**src/rtl/move_input_conditioner.sv**
```systemverilog
// Turns four raw push-buttons into one handshaked move stream: synchronise,
// debounce, arbitrate (up > down > left > right), then issue with auto-repeat.
module move_input_conditioner #(
  parameter int DEBOUNCE_CYCLES = 250000,
  parameter int REPEAT_DELAY    = 15,
  parameter int REPEAT_RATE     = 4,
  parameter bit BTN_ACTIVE_LOW  = 1'b1
) (
  input  logic       CLOCK_25,
  input  logic       reset_n,
  input  logic       btn_up,
  input  logic       btn_down,
  input  logic       btn_left,
  input  logic       btn_right,
  input  logic       frame_tick,
  input  logic       enable,
  input  logic       move_ready,
  output logic       move_valid,
  output logic [1:0] move_dir,
  output logic [3:0] btn_stable,
  output logic       held
);

  // state  | meaning
  // IDLE   | no direction held; issues as soon as a debounced button is seen
  // DELAY  | direction issued, counting frames to the first auto-repeat
  // REPEAT | auto-repeating the held direction every REPEAT_RATE frames
  localparam logic [1:0] ST_IDLE   = 2'd0;
  localparam logic [1:0] ST_DELAY  = 2'd1;
  localparam logic [1:0] ST_REPEAT = 2'd2;

  localparam int             DB_W       = (DEBOUNCE_CYCLES > 1) ? $clog2(DEBOUNCE_CYCLES) : 1;
  localparam logic [DB_W-1:0] DB_LAST    = DB_W'(DEBOUNCE_CYCLES - 1);
  localparam logic [7:0]     DELAY_LOAD = 8'(REPEAT_DELAY - 1);
  localparam logic [7:0]     RATE_LOAD  = 8'(REPEAT_RATE - 1);

  logic [3:0]      btn_raw;
  logic [3:0]      btn_pressed;
  logic [3:0]      sync_1;
  logic [3:0]      sync_2;
  logic [DB_W-1:0] db_cnt [4];

  logic       any;
  logic [1:0] sel;
  logic [1:0] state, state_nxt;
  logic [1:0] cur, cur_nxt;
  logic [7:0] fcnt, fcnt_nxt;
  logic       issue;

  assign btn_raw     = {btn_right, btn_left, btn_down, btn_up};
  assign btn_pressed = BTN_ACTIVE_LOW ? ~btn_raw : btn_raw;

  always_ff @(posedge CLOCK_25 or negedge reset_n) begin
    if (!reset_n) begin
      sync_1 <= '0;
      sync_2 <= '0;
    end else begin
      sync_1 <= btn_pressed;
      sync_2 <= sync_1;
    end
  end

  always_ff @(posedge CLOCK_25 or negedge reset_n) begin
    if (!reset_n) begin
      btn_stable <= '0;
      for (int i = 0; i < 4; i++) db_cnt[i] <= '0;
    end else begin
      for (int i = 0; i < 4; i++) begin
        if (sync_2[i] == btn_stable[i]) begin
          db_cnt[i] <= '0;
        end else if (db_cnt[i] == DB_LAST) begin
          btn_stable[i] <= ~btn_stable[i];
          db_cnt[i]     <= '0;
        end else begin
          db_cnt[i] <= db_cnt[i] + 1'b1;
        end
      end
    end
  end

  always_comb begin
    any = |btn_stable;
    sel = 2'd3;
    if (btn_stable[0])      sel = 2'd0;
    else if (btn_stable[1]) sel = 2'd1;
    else if (btn_stable[2]) sel = 2'd2;
  end

  // fcnt is a down-counter; an issue fires on the tick that finds it at zero
  always_comb begin
    state_nxt = state;
    cur_nxt   = cur;
    fcnt_nxt  = fcnt;
    issue     = 1'b0;
    if (!enable) begin
      state_nxt = ST_IDLE;
    end else begin
      case (state)
        ST_IDLE: begin
          if (any) begin
            issue     = 1'b1;
            cur_nxt   = sel;
            fcnt_nxt  = DELAY_LOAD;
            state_nxt = ST_DELAY;
          end
        end
        ST_DELAY, ST_REPEAT: begin
          if (!any || (sel != cur)) begin
            state_nxt = ST_IDLE;
          end else if (frame_tick) begin
            if (fcnt == 8'd0) begin
              issue     = 1'b1;
              fcnt_nxt  = RATE_LOAD;
              state_nxt = ST_REPEAT;
            end else begin
              fcnt_nxt = fcnt - 8'd1;
            end
          end
        end
        default: state_nxt = ST_IDLE;
      endcase
    end
  end

  always_ff @(posedge CLOCK_25 or negedge reset_n) begin
    if (!reset_n) begin
      state <= ST_IDLE;
      cur   <= 2'd0;
      fcnt  <= 8'd0;
    end else begin
      state <= state_nxt;
      cur   <= cur_nxt;
      fcnt  <= fcnt_nxt;
    end
  end

  // An issue is only taken when the slot is free or being freed this cycle
  always_ff @(posedge CLOCK_25 or negedge reset_n) begin
    if (!reset_n) begin
      move_valid <= 1'b0;
      move_dir   <= 2'd0;
    end else if (!enable) begin
      move_valid <= 1'b0;
    end else if (issue && (!move_valid || move_ready)) begin
      move_valid <= 1'b1;
      move_dir   <= cur_nxt;
    end else if (move_valid && move_ready) begin
      move_valid <= 1'b0;
    end
  end

  assign held = (state != ST_IDLE);

endmodule

```
**config.mk**
```make
export PLATFORM = sky130hd
export DESIGN_NAME = move_input_conditioner
export DESIGN_NICKNAME = d
export VERILOG_FILES = /design/src/rtl/move_input_conditioner.sv
export SDC_FILE = /design/constraint.sdc
export NUM_CORES = 1
export LEC_CHECK = 0
export BUFFER_PORTS_ARGS = -buffer_cell sky130_fd_sc_hd__buf_2
export CAP_MARGIN = 25
export CORE_MARGIN = 5
export CORE_UTILIZATION = 62
export CTS_CLUSTER_DIAMETER = 150
export DETAILED_ROUTE_END_ITERATION = 16
export HOLD_SLACK_MARGIN = 0.12
export PLACE_DENSITY = 0.86
export SETUP_SLACK_MARGIN = 0.2
export SLEW_MARGIN = 0
export SYNTH_ARGS = -nofsm -noshare
export SYNTH_HDL_FRONTEND = slang
export SYNTH_SLANG_ARGS = --single-unit
export TNS_END_PERCENT = 10
```
**constraint.sdc**
```tcl
create_clock -name CLOCK_25 -period 3.8 [get_ports CLOCK_25]
set_input_delay 0.19 -clock CLOCK_25 [delete_from_list [all_inputs] [get_ports CLOCK_25]]
set_output_delay 0.19 -clock CLOCK_25 [all_outputs]
set_load 0.05 [all_outputs]
```
## Word level (Yosys, flattened, before mapping)

Cells that the tools add are included.

- Register bits: 99
- Input port bits: 9
- Output and inout port bits: 8
- Logic and storage cells: 100

- Add/subtract/negate cells: 5
- Eq/ne operators: 18
- Mux-type cells: 34
- Bitwise gates (word level): 9
- Reductions and logical operators: 19

Operator list:

| cell | number |
|---|---|
| $mux W18 | 8 |
| $add A18 B1 Y18 const B | 4 |
| $eq A18 B18 Y1 const B | 4 |
| $mux W8 | 4 |
| $mux W2 | 10 |
| $pmux W8 S2 | 1 |
| $reduce_and A2 Y1 | 5 |
| $mux W1 | 9 |
| $logic_not A8 Y1 | 1 |
| $ne A4 B4 Y1 const B | 2 |
| $not A1 Y1 | 8 |
| $sub A8 B1 Y8 const B | 1 |
| $ne A2 B2 Y1 const B | 3 |
| $reduce_and A5 Y1 | 1 |
| $eq A1 B1 Y1 | 4 |
| $not A4 Y4 | 1 |
| $pmux W2 S2 | 1 |
| $reduce_bool A2 Y1 | 2 |
| $reduce_or A4 Y1 | 1 |
| $ne A3 B1 Y1 const B | 1 |
| $ne A3 B3 Y1 const B | 1 |
| $reduce_and A3 Y1 | 1 |
| $eq A2 B1 Y1 const B | 1 |
| $eq A2 B2 Y1 const B | 1 |
| 7 further kinds | 10 |

## Longest topological paths before layout

- Word-level depth: 11
- Depth in mapped cells: 9

## Least setup slack after synthesis

No wires, ideal clock.

- Path kind: register to register
- Start: reg btn_stable[0]
- End: reg fcnt[6]
- Data arrival time: 2,101 ps
- Data required time: 3,674 ps
- Slack: 1,573 ps
- Cell stages (with the launch flop): 8
- Buffers on the path: 2
- Cells stage by stage: dfrtp_1 nor4_1 and2_1 or2_1 buf_6 or2_1 buf_2 a221o_1

- Word-level cells in the longest chain between the ends: 5
- Elaborated cells between the ends (all ways): 8
- Classes of those cells: eq/ne: 3; mux: 1; reduce/logical: 4

RTL lines:

| item | RTL line | source |
|---|---|---|
| from (decl) | 20 | `output logic [3:0] btn_stable,` |
| from (signal, indexed assignment) | 72 | `btn_stable[i] <= ~btn_stable[i];` |
| $mux W2 / $reduce_or A4 Y1 (equally long branches) | 84, 82 |  |
| $ne A2 B2 Y1 / $logic_not A1 Y1 (equally long branches) | 108 | `if (!any \|\| (sel != cur)) begin` |
| $logic_or A1 B1 Y1 | 108 |  |
| $ne A2 B2 Y1 (no source line) | -- |  |
| $reduce_and A5 Y1 (no source line) (*) | -- |  |
| to (signal assigned) | 133 | `fcnt <= fcnt_nxt;` |
| to (decl) | 47 | `logic [7:0] fcnt, fcnt_nxt;` |

Mark *: on every way between the ends. The rest lies on a longest branch, timed or not.
A chain may end at the register's enable or synchronous reset.

## Final worst setup path

- Start: reg state[1]
- End: reg fcnt[6]

- Word-level cells in the longest chain between the ends: 4
- Elaborated cells between the ends (all ways): 10
- Classes of those cells: eq/ne: 5; mux: 1; reduce/logical: 4

RTL lines:

| item | RTL line | source |
|---|---|---|
| from (decl) | 45 | `logic [1:0] state, state_nxt;` |
| from (signal assigned) | 131 | `state <= state_nxt;` |
| $eq A2 B1 Y1 / $eq A2 B2 Y1 (equally long branches) | 98 | `case (state)` |
| $reduce_or A2 Y1 | 98 |  |
| $ne A2 B2 Y1 (no source line) / $reduce_bool A2 Y1 (equally long branches) | -- |  |
| $reduce_and A5 Y1 (no source line) | -- |  |

Parallel ways exist; a longest one is shown, timed or not.

==> metrics <==
via/cell ratio 5.51; fin crit share 0.631; Pins Over Slew Limit 0; synth warn 0; FMAX 417 MHz; top post-synthesis cells by area dfrtp_1, nor2_1, xnor2_1, xor2_1, nand3_1; pin count of the biggest net entering global routing 73; Synth top area share 0.513; Hold WC Path Type input port to flop; Post-Route WL 8660 µm; first drt pass iteration count 4; cells on worst reg2reg path 7; Initial Utilization 0.632; H-tree depth 3; first-pass GRT wire length ~16000 µm; R2R Setup Slk 1.40 ns; dpl cell area 4990 µm²; die footprint 9660 µm²; kind of critical path flop to flop; # IOs 17; Main synth FF type dfrtp_1; P_leak 2.28 nW; status completed; hpwl dp roughly 6000 µm; post-route DRC violation count 0; arrival time at the worst endpoint 2.65 ns; routed len/inst 13.9 µm; Post-synth top cells nor2_1, dfrtp_1, xnor2_1, nand3_1, xor2_1; endpoints failing setup 0; pwr dens about 360 nW/µm²; CP cell instances inv_1, ha_1, o211ai_1, mux2i_1, a32oi_2, or2_1, a221o_1; Post-CTS Setup Inserts 0; Critical Path Source Type flop; Levels on crit path 7; CTS tree built; clock root buffer clkbuf_8; vias in the first global route 3424; Die H 98.3 µm; Nets 531; ANT nets after route 0; Final GP Congestion 0.802; Clock transition at path regs roughly 0.1 ns; sequential area share after synthesis 0.513; flops & latches, synth slightly below 100; core area ~7600 µm²; non-filler cells, final 621; WHS Path Cells 3; Critical Path End Type flop; Filler cells 566; RSZ-0062 raised after global routing false; CP Data Required Time 4.05 ns; Die X between 90 and 100 µm; vias post-DR 3424; post-synthesis cell area about 4800 µm²; RR Endpoint fcnt[6]; Worst Path Buf+Inv 1; cell taking the most area after synthesis dfrtp_1; worst-margin pin slew 0.861 ns; Crit-path slowest cell ha_1; CTS max path bufs 2; Final Hold Vio Count 0; Syn Inst Count 490; family with the most delay on the worst path compound AO/OA/AOI/OAI gates; worst relative slew slack 0.426; Min Clock Period, post-route between 2 and 2.5 ns; port bufs 16; Setup TNS 0 ns; hold path start move_ready; FP Rows 32; diode count 0; max incr delay on CP 0.42 ns; worst vdd ir about 0.23 mV; initial DRC count 150; total power approximately 0.0019 W; gr ovfl total 0; Endpoint, Worst Hold move_valid; Yosys cell types 49; cts bufs inserted 9; syn_nets 507; worst skew pair latency 0.37 ns; Async S/R FF share, synth 1.00; placed cell count 599; hold slack final 0.175 ns; mean post-synth cell area just under 10 µm²; GRT Total Usage 0.198; Synth-to-Final Area Change 8.91%; max_cap viols 0; TritonCTS Sinks 99; initial antenna violation count 0; clk_skew 0.0176 ns; worst reg2reg path startpoint state[1]; CP Max Fanout 8; layout cells sized above 1 0.0983; post-route cell area 5260 µm²; cell with the most instances after synthesis nor2_1; Post-synth EDFFs 0
==> registers in the layout, summed over array words and instances (netlist names) <==
register and count:
sync_1 4, db_cnt 72, move_dir 2, state 2
cur 2, fcnt 8, move_valid 1, sync_2 4
btn_stable 4
==> metrics by stage <==
step,utilization,setup WS [ns]
6_report,0.688,1.40
5_1_grt,0.688,1.23
4_1_cts,0.688,1.42
3_5_place_dp,0.653,1.46
3_3_place_gp,0.653,1.54
2_1_floorplan,-,1.57
==> what timing repair did <==
item | in CTS | in global routing
resized for setup | 0 | 0
endpoints found under the hold margin | 78 | 0
hold buffers | 6 | 0
==> worst max path at each step <==
stage	startpoint	end
floorplan	btn_stable[0]	fcnt[6]
global placement	state[0]	fcnt[6]
detailed placement	state[0]	fcnt[6]
CTS	state[0]	fcnt[6]
global route	state[1]	fcnt[6]
finish	state[1]	fcnt[6]
==> worst register-to-register path, stage by stage, from the launching register on <==
cell and delay [ns]:
dfrtp_1 0.39, inv_1 0.06, ha_1 0.42, o211ai_1 0.13
mux2i_1 0.27, a32oi_2 0.24, or2_1 0.39, a221o_1 0.38
==> power by group <==
| group | total [W] | leakage (nW) | internal [W] | switching (W) |
|---|---|---|---|---|
| sequential | 0.00109 | 1.35 | 0.00107 | 0.0000184 |
| clock | 0.000696 | 0.104 | 0.000316 | 0.000381 |
| combinational | 0.0000919 | 0.828 | 0.0000313 | 0.0000606 |
| total | 0.00188 | 2.28 | 0.00142 | 0.000460 |
==> cell families after synthesis <==
logic type | synth area share
AO/OA/AOI/OAI | 0.0562
XOR/XNOR | 0.123
adder cells (fa/ha/maj) | 0.0207
buffers and inverters | 0.0306
flip-flops | 0.513
multiplexers | 0.0161
AND/OR/NAND/NOR | 0.240
==> layout by cell type (no fill, tap or decap), types with 5 or more instances in the layout <==
cell and instances:
xor2_1 29, ha_1 8, clkbuf_8 9, inv_1 25, nor2_1 105, dlygate4sd3_1 6
buf_2 15, a21oi_1 5, nand3_1 35, nor3_1 10, o31ai_1 6, dfrtp_1 99
nand4_1 9, o21ai_1 5, nand2_1 26, nor4_1 18, xnor2_1 39, and3_1 6
or2_2 6
==> metal layers <==
metal | vias to the layer above | track usage | wire [µm]
li1 | 1711 | - | -
met1 | 1652 | 0.251 | 3950
met2 | 53 | 0.334 | 4290
met3 | 8 | 0.0664 | 341
met4 | 0 | 0.0431 | 78
met5 | - | 0 | 0
==> cell type report <==
cell class / instances / area [µm²] / share of cell area
inverters: 25 / 93.8 / 0.0178
clock inverters: 7 / 82.6 / 0.0157
well taps: 102 / 128 / 0.0243
repair buffers: 23 / 150 / 0.0285
multi-input cells: 356 / 2200 / 0.419
flip-flops and latches: 99 / 2480 / 0.471
clock buffers: 9 / 124 / 0.0235
Note: power is estimated with default switching activity, not from simulation.
